### src/rtl/video_timing_if.sv
// video_timing_if
//   Bundle between the raster timing generator (master) and its consumer
//   (slave: frame-buffer reader plus TMDS encoders).
//
//   Handshake semantics: there is no ready path. pix_req is a strobe and
//   req_x/req_y are valid only in a cycle where it is high. The consumer
//   must accept every request and return the pixel exactly REQ_LEAD cycles
//   later, when de rises with the same coordinates on pix_x/pix_y.
//   enable is a level request from the consumer side.
//
//   Signals
//     enable       slave -> master  run request, honoured at frame boundaries
//     running      master -> slave  generator is not idle
//     pix_req      master -> slave  pixel request strobe
//     req_x/req_y  master -> slave  coordinates of the requested pixel
//     de           master -> slave  data enable, aligned with pix_x/pix_y
//     hsync/vsync  master -> slave  sync outputs, polarity set by generator
//     pix_x/pix_y  master -> slave  coordinates of the current output pixel
//     frame_start  master -> slave  pulse with de at (0,0)
//     line_start   master -> slave  pulse with de at x=0 of each active line
interface video_timing_if #(
  parameter int CNT_W = 10
) ();
  logic             enable;
  logic             running;
  logic             pix_req;
  logic [CNT_W-1:0] req_x;
  logic [CNT_W-1:0] req_y;
  logic             de;
  logic             hsync;
  logic             vsync;
  logic [CNT_W-1:0] pix_x;
  logic [CNT_W-1:0] pix_y;
  logic             frame_start;
  logic             line_start;

  modport master (
    input  enable,
    output running, pix_req, req_x, req_y, de, hsync, vsync,
           pix_x, pix_y, frame_start, line_start
  );

  modport slave (
    output enable,
    input  running, pix_req, req_x, req_y, de, hsync, vsync,
           pix_x, pix_y, frame_start, line_start
  );
endinterface

### src/rtl/video_timing_gen.sv
// video_timing_gen
//   Progressive raster timing generator. Produces a pixel request stage
//   (pix_req, req_x/req_y) and, REQ_LEAD cycles later, the output stage
//   (de, pix_x/pix_y, hsync, vsync, frame_start, line_start). Start and
//   stop only take effect on frame boundaries.
//
//   Ports
//     pixel_clk       pixel clock, sole clock
//     screen_reset_n  asynchronous active-low reset
//     vid             video_timing_if master side (see interface header)
//     dbg_state       current FSM state (IDLE=0, RUN=1, DRAIN=2)
module video_timing_gen #(
  parameter int H_ACTIVE       = 640,
  parameter int H_FP           = 16,
  parameter int H_SYNC         = 96,
  parameter int H_BP           = 48,
  parameter int V_ACTIVE       = 480,
  parameter int V_FP           = 10,
  parameter int V_SYNC         = 2,
  parameter int V_BP           = 33,
  parameter bit HS_ACTIVE_HIGH = 1'b1,
  parameter bit VS_ACTIVE_HIGH = 1'b1,
  parameter int REQ_LEAD       = 2,
  parameter int CNT_W          = 10
) (
  input  logic                 pixel_clk,
  input  logic                 screen_reset_n,
  video_timing_if.master       vid,
  output logic [1:0]           dbg_state
);

  localparam int H_TOTAL = H_ACTIVE + H_FP + H_SYNC + H_BP;
  localparam int V_TOTAL = V_ACTIVE + V_FP + V_SYNC + V_BP;

  localparam logic [CNT_W-1:0] H_ACT_C  = CNT_W'(H_ACTIVE);
  localparam logic [CNT_W-1:0] H_LAST_C = CNT_W'(H_TOTAL - 1);
  localparam logic [CNT_W-1:0] HS_BEG_C = CNT_W'(H_ACTIVE + H_FP);
  localparam logic [CNT_W-1:0] HS_END_C = CNT_W'(H_ACTIVE + H_FP + H_SYNC);
  localparam logic [CNT_W-1:0] V_ACT_C  = CNT_W'(V_ACTIVE);
  localparam logic [CNT_W-1:0] V_LAST_C = CNT_W'(V_TOTAL - 1);
  localparam logic [CNT_W-1:0] VS_BEG_C = CNT_W'(V_ACTIVE + V_FP);
  localparam logic [CNT_W-1:0] VS_END_C = CNT_W'(V_ACTIVE + V_FP + V_SYNC);

  localparam logic [1:0] ST_IDLE  = 2'd0;
  localparam logic [1:0] ST_RUN   = 2'd1;
  localparam logic [1:0] ST_DRAIN = 2'd2;

  typedef struct packed {
    logic             req;
    logic [CNT_W-1:0] x;
    logic [CNT_W-1:0] y;
    logic             hs;
    logic             vs;
    logic             fs;
    logic             ls;
  } stage_t;

  localparam stage_t BLANK = '{req: 1'b0, x: '0, y: '0,
                               hs: ~HS_ACTIVE_HIGH, vs: ~VS_ACTIVE_HIGH,
                               fs: 1'b0, ls: 1'b0};

  logic [1:0]       state_q, state_d;
  logic             en_q, en_d;
  logic [CNT_W-1:0] h_q, h_d;
  logic [CNT_W-1:0] v_q, v_d;
  logic             counting;
  logic             at_last;
  logic             active;
  stage_t           s1;
  // Index 0 is the request stage; index REQ_LEAD is the output stage.
  stage_t           pipe_q [REQ_LEAD+1];
  stage_t           pipe_d [REQ_LEAD+1];

  assign counting = (state_q == ST_RUN) || (state_q == ST_DRAIN);
  assign at_last  = (h_q == H_LAST_C) && (v_q == V_LAST_C);
  assign active   = (h_q < H_ACT_C) && (v_q < V_ACT_C);

  // enable is registered once; every FSM decision uses the registered copy.
  assign en_d = vid.enable;

  always_comb begin
    state_d = state_q;
    h_d     = h_q;
    v_d     = v_q;
    case (state_q)
      ST_IDLE: if (en_q) state_d = ST_RUN;
      // DRAIN differs from RUN only in that it ends the run at the wrap.
      ST_RUN, ST_DRAIN: begin
        if (at_last) state_d = en_q ? ST_RUN : ST_IDLE;
        else         state_d = en_q ? ST_RUN : ST_DRAIN;
      end
      default: state_d = ST_IDLE;
    endcase

    if (counting) begin
      if (h_q == H_LAST_C) begin
        h_d = '0;
        v_d = (v_q == V_LAST_C) ? '0 : v_q + CNT_W'(1);
      end else begin
        h_d = h_q + CNT_W'(1);
      end
    end else begin
      h_d = '0;
      v_d = '0;
    end
  end

  always_comb begin
    s1 = BLANK;
    if (counting) begin
      s1.req = active;
      s1.x   = h_q;
      s1.y   = v_q;
      s1.hs  = ((h_q >= HS_BEG_C) && (h_q < HS_END_C)) ? HS_ACTIVE_HIGH : ~HS_ACTIVE_HIGH;
      s1.vs  = ((v_q >= VS_BEG_C) && (v_q < VS_END_C)) ? VS_ACTIVE_HIGH : ~VS_ACTIVE_HIGH;
      s1.fs  = active && (h_q == '0) && (v_q == '0);
      s1.ls  = active && (h_q == '0);
    end
    pipe_d[0] = s1;
    for (int i = 1; i <= REQ_LEAD; i++) pipe_d[i] = pipe_q[i-1];
  end

  always_ff @(posedge pixel_clk or negedge screen_reset_n) begin
    if (!screen_reset_n) begin
      state_q <= ST_IDLE;
      en_q    <= 1'b0;
      h_q     <= '0;
      v_q     <= '0;
      for (int i = 0; i <= REQ_LEAD; i++) pipe_q[i] <= BLANK;
    end else begin
      state_q <= state_d;
      en_q    <= en_d;
      h_q     <= h_d;
      v_q     <= v_d;
      pipe_q  <= pipe_d;
    end
  end

  assign vid.running     = counting;
  assign vid.pix_req     = pipe_q[0].req;
  assign vid.req_x       = pipe_q[0].x;
  assign vid.req_y       = pipe_q[0].y;
  assign vid.de          = pipe_q[REQ_LEAD].req;
  assign vid.pix_x       = pipe_q[REQ_LEAD].x;
  assign vid.pix_y       = pipe_q[REQ_LEAD].y;
  assign vid.hsync       = pipe_q[REQ_LEAD].hs;
  assign vid.vsync       = pipe_q[REQ_LEAD].vs;
  assign vid.frame_start = pipe_q[REQ_LEAD].fs;
  assign vid.line_start  = pipe_q[REQ_LEAD].ls;
  assign dbg_state       = state_q;

endmodule

### src/flat_wrapper.sv
// flat-port wrapper written by rule: the top's interface ports become plain ports
module video_timing_gen_flat 
#(
  parameter int H_ACTIVE       = 640,
  parameter int H_FP           = 16,
  parameter int H_SYNC         = 96,
  parameter int H_BP           = 48,
  parameter int V_ACTIVE       = 480,
  parameter int V_FP           = 10,
  parameter int V_SYNC         = 2,
  parameter int V_BP           = 33,
  parameter bit HS_ACTIVE_HIGH = 1'b1,
  parameter bit VS_ACTIVE_HIGH = 1'b1,
  parameter int REQ_LEAD       = 2,
  parameter int CNT_W          = 10
)
  (pixel_clk, screen_reset_n, dbg_state, vid_enable, vid_running, vid_pix_req, vid_req_x, vid_req_y, vid_de, vid_hsync, vid_vsync, vid_pix_x, vid_pix_y, vid_frame_start, vid_line_start);
  video_timing_if #(.CNT_W(CNT_W)) vid_i ();
  input  logic pixel_clk;
  input  logic screen_reset_n;
  output logic [1:0] dbg_state;
  input wire logic [$bits(vid_i.enable)-1:0] vid_enable;
  output wire logic [$bits(vid_i.running)-1:0] vid_running;
  output wire logic [$bits(vid_i.pix_req)-1:0] vid_pix_req;
  output wire logic [$bits(vid_i.req_x)-1:0] vid_req_x;
  output wire logic [$bits(vid_i.req_y)-1:0] vid_req_y;
  output wire logic [$bits(vid_i.de)-1:0] vid_de;
  output wire logic [$bits(vid_i.hsync)-1:0] vid_hsync;
  output wire logic [$bits(vid_i.vsync)-1:0] vid_vsync;
  output wire logic [$bits(vid_i.pix_x)-1:0] vid_pix_x;
  output wire logic [$bits(vid_i.pix_y)-1:0] vid_pix_y;
  output wire logic [$bits(vid_i.frame_start)-1:0] vid_frame_start;
  output wire logic [$bits(vid_i.line_start)-1:0] vid_line_start;
  assign vid_i.enable = vid_enable;
  assign vid_running = vid_i.running;
  assign vid_pix_req = vid_i.pix_req;
  assign vid_req_x = vid_i.req_x;
  assign vid_req_y = vid_i.req_y;
  assign vid_de = vid_i.de;
  assign vid_hsync = vid_i.hsync;
  assign vid_vsync = vid_i.vsync;
  assign vid_pix_x = vid_i.pix_x;
  assign vid_pix_y = vid_i.pix_y;
  assign vid_frame_start = vid_i.frame_start;
  assign vid_line_start = vid_i.line_start;
  video_timing_gen #(.H_ACTIVE(H_ACTIVE), .H_FP(H_FP), .H_SYNC(H_SYNC), .H_BP(H_BP), .V_ACTIVE(V_ACTIVE), .V_FP(V_FP), .V_SYNC(V_SYNC), .V_BP(V_BP), .HS_ACTIVE_HIGH(HS_ACTIVE_HIGH), .VS_ACTIVE_HIGH(VS_ACTIVE_HIGH), .REQ_LEAD(REQ_LEAD), .CNT_W(CNT_W)) u_core (.pixel_clk(pixel_clk), .screen_reset_n(screen_reset_n), .vid(vid_i), .dbg_state(dbg_state));
endmodule
### config.mk
export PLATFORM = sky130hd
export DESIGN_NAME = video_timing_gen_flat
export DESIGN_NICKNAME = d
export VERILOG_FILES = /design/src/rtl/video_timing_if.sv /design/src/rtl/video_timing_gen.sv /design/src/flat_wrapper.sv
export SDC_FILE = /design/constraint.sdc
export NUM_CORES = 1
export LEC_CHECK = 0
export BUFFER_PORTS_ARGS = -buffer_cell sky130_fd_sc_hd__buf_2
export CAP_MARGIN = 10
export CELL_PAD_IN_SITES_DETAIL_PLACEMENT = 0
export CELL_PAD_IN_SITES_GLOBAL_PLACEMENT = 1
export CORE_MARGIN = 2
export CORE_UTILIZATION = 30
export CTS_BUF_LIST = sky130_fd_sc_hd__clkbuf_8 sky130_fd_sc_hd__clkbuf_16
export CTS_CLUSTER_DIAMETER = 100
export DETAILED_ROUTE_END_ITERATION = 8
export MAX_ROUTING_LAYER = met4
export PLACE_DENSITY_LB_ADDON = 0.1
export REMOVE_ABC_BUFFERS = 1
export SYNTH_ARGS = -nofsm -noshare
export SYNTH_HDL_FRONTEND = slang
export SYNTH_SLANG_ARGS = --single-unit
### constraint.sdc
create_clock -name pixel_clk -period 2.55 [get_ports pixel_clk]
set_input_delay 0.255 -clock pixel_clk [delete_from_list [all_inputs] [get_ports pixel_clk]]
set_output_delay 0.255 -clock pixel_clk [all_outputs]
set_load 0.01 [all_outputs]
Word-level counts from Yosys, hierarchy flattened
Cells that the tools add are included.
{"block": "word_totals", "output_inout_bits": 49, "reg_bits": 98, "elab_cells": 63, "inputBits": 3}
{"block": "classes", "n_addsub": 2, "n_eq_ne": 6, "n_lt_le_gt_ge": 6, "mux": 13, "reduce_logical": 11}
{"op": "$mux 10", "n": 5}
{"op": "$mux 25", "n": 1}
{"op": "$add 10x1->10 const B", "n": 2}
{"op": "$eq 10x10->1 const B", "n": 2}
{"op": "$logic_not 10->1", "n": 2}
{"op": "$lt 10x10->1 const B", "n": 2}
{"op": "$lt 10x9->1 const B", "n": 2}
{"op": "$ge 10x10->1 const B", "n": 1}
{"op": "$ge 10x9->1 const B", "n": 1}
{"op": "$logic_and 1x1->1", "n": 6}
{"op": "$mux 2", "n": 3}
{"op": "$ne 2x1->1 const B", "n": 2}
{"op": "$pmux 2 s2", "n": 1}
{"op": "$mux 1", "n": 3}
{"op": "$eq 2x1->1 const B", "n": 1}
{"op": "$eq 2x2->1 const B", "n": 1}
{"op": "$logic_not 2->1", "n": 1}
{"op": "$reduce_or 2->1", "n": 1}
{"op": "$logic_or 1x1->1", "n": 1}

Logic depth before layout (Yosys ltp)
Gate-level depths: netlist (run 1).
{"block": "logic_depth", "depth_word": 5, "depth_mapped": 7, "depth_no_buf": 6}

Least setup slack after synthesis (run 1)
No wires, ideal clock.
{"block": "synth_path", "path_kind": "flip-flop to flip-flop", "start": "reg u_core.state_q[0], in the netlist u_core.dbg_state[0]", "end": "reg u_core.v_q[9]", "required_ps": 2472, "arrival_ps": 1675, "slack_ps": 797, "stages_incl_launch_ff": 7, "n_path_buf": 0, "setup_ps": 78, "synth_period_minus_slack_ps": 1753, "path_cell_list": "dfrtp_1 -> inv_1 -> ha_1 -> inv_1 -> a31oi_4 -> or4_1 -> a21oi_1"}
{"block": "synth_between", "elab_chain_len": 3, "word_cells_on_any_way": 5, "classes_between": "eq/ne: 3; mux: 1; reduce/logical: 1"}
{"item": "from (decl)", "line_no": "video_timing_gen.sv:62", "text": "logic [1:0] state_q, state_d;"}
{"item": "from (signal assigned)", "line_no": "video_timing_gen.sv:131", "text": "state_q <= state_d;"}
{"item": "$eq 2x1->1 or $eq 2x2->1 (tied branches)", "line_no": "video_timing_gen.sv:74", "text": "assign counting = (state_q == ST_RUN) || (state_q == ST_DRAIN);"}
{"item": "$logic_or 1x1->1 *", "line_no": "video_timing_gen.sv:74"}
{"item": "via vid_running", "line_no": "flat_wrapper.sv:23", "text": "output wire logic [$bits(vid_i.running)-1:0] vid_running;"}
{"item": "$ne 2x1->1 (no line) or $mux 10 (tied branches)"}
{"item": "to (signal assigned)", "line_no": "video_timing_gen.sv:134", "text": "v_q <= v_d;"}
{"item": "to (decl)", "line_no": "video_timing_gen.sv:65", "text": "logic [CNT_W-1:0] v_q, v_d;"}
Mark *: on every way through the listed nets, which the timed path passes. The rest lies on a longest branch.
A chain may end at the register's enable or synchronous reset.

Worst setup path in the final report (run 1)
{"block": "layout_path", "start": "reg u_core.h_q[0]", "end": "reg u_core.v_q[9]"}
{"block": "layout_between", "elab_chain_len": 2}
{"item": "from (decl)", "line_no": "video_timing_gen.sv:64", "text": "logic [CNT_W-1:0] h_q, h_d;"}
{"item": "from (signal assigned)", "line_no": "video_timing_gen.sv:127", "text": "h_q <= '0;"}
{"item": "from (signal assigned)", "line_no": "video_timing_gen.sv:133", "text": "h_q <= h_d;"}
{"item": "$eq 10x10->1", "line_no": "video_timing_gen.sv:96", "text": "if (h_q == H_LAST_C) begin"}
{"item": "$ne 2x1->1 (no line)"}
No other way between the ends.

==> metrics.txt, run 1 <==
Synth warnings 0; clk_lat worst skew 340 ps; syn avg cell area ~13 µm²; Cell Rows 39; IO Port Bufs 51; flops & latches, synth a little under 100; arrival time at the worst endpoint 2220 ps; core box area 11470 µm²; first-pass GRT wire length 10.68 mm; layer with the highest usage met1; met2 Track Usage GR 14.81%; P&R area growth vs syn 16.37%; Nets 314; CP Capture Type flop; min Tclk post-route 2029 ps; DR pass1 iterations 4; fmax between 0.4 and 0.5 GHz; Worst Path Required ~2800 ps; area occupied by multi-input gates about 840 µm²; # clock sinks 98; Ports 52; status complete, no violations; number of global-route vias before repair 1964; final hold slack 343.0 ps; GRT Total Usage about 11%; WL/cell around 14 µm; met1 Usage GRT about 16%; Setup-failing EPs final 0; Worst Setup Path Type flop to flop; RD Place Congestion 0.7687; RSZ-0062 raised after global routing no; Max FO, Critical Path 8; vias 2011; P_leak 0.002101 µW; most common flop cell mapped by yosys dfrtp_1; pwr dens 915.2 nW/µm²; # fillers 1131; EDFF count, synth 0; chip height 112.7 µm; share of cells above drive strength 1 25.48%; Placement Cell Area 3805 µm²; ys async rst share 100.0%; die width 112.7 µm; hold_buf cts 2; clk slew on worst S/H paths 70 ps; Detail Route Antenna Nets 0; register area share after synthesis 69.16%; TritonCTS Buffers 9; synthesized area approximately 3500 µm²; Layout Utilization 35.98%; most common cell after layout, fill and taps aside dfrtp_1; clock power share 36.1%; part of the cycle the worst path needs 79.57%; Psw 1123 µW; ant diodes 0; most frequent cells in the layout dfrtp_1 (98), buf_2 (50), nor2_1 (21); Setup TNS Final 0 ps; Setup Fix Bufs, Post-CTS 0; Iter 0 DRT Violations 147; vias per cell 4.439; clk_skew ~8.4 ps; Final Cell Area 4126 µm²; Power Internal ~2700 µW; GRT overflow 0; post-cts resize count 0; register area 2452 µm²; Starting Density 30.92%; MaxCap Viol Count 0; worst vdd ir 0.5600 mV; Pwr Total 3777 µW; drc violations 0; clock tree buffer depth 2; Slew @ Worst Pin 629.9 ps; initial antenna violation count 0; clock tree from TritonCTS done; Hold Vio Cnt, Final 0; met3 Resource Use GR 3.107%; Hold Path Class flop to flop; largest net degree at the start of global routing between 50 and 60; Mapped Cells 267; H-tree depth 3; area of the die 12710 µm²; startpoint class of the critical path flop; switching part of the total 29.74%; Gate power share 17.6%; WL final between 6 and 7 mm; Slew Viols, Final 0; post-DP HPWL around 4.2 mm; Synth cell types 41; Rel. slew slack 58.00%; CTS Root Cell clkbuf_16; register share of total power 46.3%
[cell usage after synthesis (all sizes together), types with 2 or more instances]
library cell   n  share of area [%]
o21ai          8                1.1
buf           25                5.5
xor2           3               0.74
or3            3               0.60
and4           5                1.3
ha             6                2.1
nand2          8               0.85
clkbuf         4               0.53
and3           5               0.88
dfrtp         98                 69
nand3         15                2.4
or4            3               0.67
and2          17                3.0
xnor2          4               0.99
nor3           6               0.85
o31ai          2               0.42
a31oi          4                1.1
nor2          21                2.2
inv           10                1.1
a21oi          6               0.85
nand4          2               0.35
nor4           2               0.35
[logic make-up (layout without fill, tap and decap cells)]
logic type / Yosys count / in the layout / share of synthesized area (%)
flops: 98 / 98 / 69.16
simple gates: 90 / 90 / 14.61
buf+inv: 39 / 82 / 7.057
compound gates: 26 / 26 / 5.046
xor+xnor: 7 / 7 / 1.729
fa+ha+maj: 6 / 6 / 2.117
mux: 1 / 1 / 0.2823
[layer usage]
metal	up-vias	routed length (µm)
li1	955	-
met1	1005	3295
met2	40	2758
met3	11	276
met4	0	119
met5	-	0
[per-stage QoR]
stage               instances  worst slack [ps]
floorplan                 238             493.5
global placement          435             602.3
detailed placement        435             532.4
CTS                       453             513.6
global route              453             357.8
finish                    453             520.9
[worst max-delay path: stages (launching register included)]
cell	delay, ps
dfrtp_1	410
ha_1	230
and4_1	350
nand3_2	230
o21ai_0	570
a21oi_1	90
[cell type report]
type                       count  share of cell area (%)
tap                          143                   4.336
clock inverter                 7                   1.850
inverter                      10                  0.9096
multi-input combinational    130                   20.44
clock buffer                   9                   5.458
sequential                    98                   59.43
timing repair buffer          56                   7.580
[registers in the layout, indices dropped and copies added (netlist names), 2 cells and up]
register / cells
u_core.v_q: 10
u_core.dbg_state: 2
u_core.vid.pix_x: 10
u_core.vid.pix_y: 10
u_core.vid.req_y: 10
u_core.h_q: 10
u_core.vid.req_x: 10
u_core.pipe_d: 29
[power groups by stage]
stage	logic (µW)	registers [µW]	clock network [µW]
2_1_floorplan	309	1810	0
3_3_place_gp	697	1780	0
3_5_place_dp	684	1780	0
4_1_cts	691	1750	1420
5_1_grt	752	1770	1490
6_report	663	1750	1360
[worst paths after layout]
kind | start | end | slack (ps) | cells past startpoint
setup / recovery | u_core.h_q[0] | u_core.v_q[9] | 520 | 5
hold / removal | u_core.pipe_d[10] | u_core.vid.pix_y[6] | 340 | 0
setup reg to reg | u_core.h_q[0] | u_core.v_q[9] | 520 | 5
hold reg to reg | u_core.pipe_d[10] | u_core.vid.pix_y[6] | 340 | 0
max in group asynchronous | screen_reset_n | u_core.vid.de | 1390 | 3
min in group asynchronous | screen_reset_n | u_core.pipe_d[15] | 480 | 2
Note: power is estimated with default switching activity, not from simulation.
==> inputs of run 2 (changes only) <==
Clock period 2.55 ns to 1.7 ns, I/O delays scaled along.
==> metrics.txt, run 2 (same netlist as run 1, synthesis figures left out) <==
hold path depth 0; Hold Path Class flop to flop; Worst Path Required 1980 ps; CTS Root Cell clkbuf_16; die width approximately 110 µm; # clock sinks 98; worst vdd ir 0.5317 mV; Slew Viols, Final 0; most frequent cells in the layout dfrtp_1 (96), buf_2 (50), buf_4 (35); CP Capture Type flop; clk slew on worst S/H paths roughly 70 ps; final hold slack 346.4 ps; DR pass1 iterations 4; initial antenna violation count 0; max FFs per register 29; chip height 112.7 µm; first-pass GRT wire length 10.83 mm; RSZ-0062 raised after global routing yes; P&R area growth vs syn 25.09%; largest net degree at the start of global routing 99; share of cells above drive strength 1 34.69%; Hold Vio Cnt, Final 0; most common cell after layout, fill and taps aside dfrtp_1; Cell Rows 39; vias 2085; # fillers 1111; GRT overflow 0; Setup-failing EPs final 0; Power Internal 4422 µW; hold path endpoint u_core.vid.pix_x[2]; min Tclk post-route 1676 ps; WL/cell between 10 and 15 µm; Rel. slew slack 65.19%; reg-to-reg endpoint u_core.pipe_d[26]; post-DP HPWL 4.415 mm; Layout Cells excl Fill 486; switching part of the total 27.38%; Nets about 350; P_leak 0.002283 µW; core box area 11470 µm²; number of global-route vias before repair 2092; clock power share between 30% and 40%; R2R depth 4; DP Cell Count 467; GRT Total Usage 11.50%; Max FO, Critical Path 5; arrival time at the worst endpoint 1960 ps; fmax 0.5968 GHz; drc violations 0; clock tree buffer depth 2; clk_lat worst skew 340 ps; launch instance of the worst register-to-register path u_core.h_q[7]; vias per cell 4.290; clk_skew 4.544 ps; Detail Route Antenna Nets 0; Slew @ Worst Pin 522.2 ps; Iter 0 DRT Violations roughly 120; Ports 52; hold path startpoint u_core.pipe_d[16]; Reg2Reg Setup Slack approximately 24 ps; part of the cycle the worst path needs between 90% and 100%; ant diodes 0; Psw 1667 µW; Worst Setup Path Type flop to flop; pwr dens 1373 nW/µm²; Setup TNS Final 0 ps; Layout Utilization 38.68%; register share of total power 42.7%; status complete, no violations; RD Place Congestion 0.7741; area of the die 12710 µm²; MaxCap Viol Count 0; startpoint class of the critical path flop; TritonCTS Buffers 9; Gate power share approximately a fifth; IO Port Bufs 51; H-tree depth 3; clock tree from TritonCTS done; WL final 6.641 mm; Starting Density 30.92%
run 2: changes by cell type in the layout (fill, tap and decap cells not counted), sizes merged:
cell	delta
inv	-1
bufinv	+1
buf	+33
clkinv	-2
clkbuf	+2
run 2: critical path, cell delays in order (launching register included):
cell,delay (ps)
dfrtp_2,440
or4_2,640
nor3_1,140
and4_1,220
and4_1,170
run 2: through the flow:
step           total power, µW  worst slack (ps)  cell area, µm²
3_3_place_gp              3900            -17.37            4045
6_report                  6089             24.40            4436
4_1_cts                   6185             21.80            4413
2_1_floorplan             3174            -356.5            3333
5_1_grt                   6436            -17.49            4436
3_5_place_dp              3904            -54.60            4045
run 2: metal layers:
metal | up-vias | part of all wire, % | track usage, %
met5 | - | 0 | -
met4 | 0 | 1.7 | 4.634
met3 | 8 | 5.3 | 3.964
met2 | 50 | 44 | 15.65
met1 | 997 | 49 | 15.73
li1 | 1030 | - | -
run 2: power by group through the flow:
stage	Sequential [µW]	Combinational [µW]	Clock, µW
6_report	2600	1260	2230
5_1_grt	2620	1410	2410
4_1_cts	2600	1270	2310
3_5_place_dp	2640	1260	0
3_3_place_gp	2640	1260	0
2_1_floorplan	2710	464	0
run 2: worst max path at each step:
| stage | from | to | slack (ps) | cells past startpoint |
|---|---|---|---|---|
| global placement | u_core.h_q[7] | u_core.v_q[9] | -20 | 4 |
| CTS | u_core.h_q[1] | u_core.v_q[9] | 20 | 5 |
| finish | u_core.h_q[7] | u_core.pipe_d[26] | 20 | 4 |
| floorplan | u_core.dbg_state[0] | u_core.v_q[9] | -360 | 6 |
| detailed placement | u_core.h_q[7] | u_core.v_q[9] | -50 | 4 |
| global route | u_core.dbg_state[1] | u_core.v_q[7] | -20 | 6 |
run 2: final cells by class:
type | count | area [µm²] | share of cell area, %
clock buffer | 11 | 252.7 | 5.698
clock inverter | 5 | 85.08 | 1.918
inverter | 10 | 37.54 | 0.8463
multi-input combinational | 130 | 862.1 | 19.44
sequential | 98 | 2455 | 55.35
tap | 143 | 178.9 | 4.034
timing repair buffer | 89 | 564.3 | 12.72
run 2: repair_timing:
item,CTS,global route
hold buffers,2,0
pin swaps,1,4
buffers inserted,1,0
endpoints found under the hold margin,99,0
setup endpoints to repair,3,8
gates resized for setup,2,9
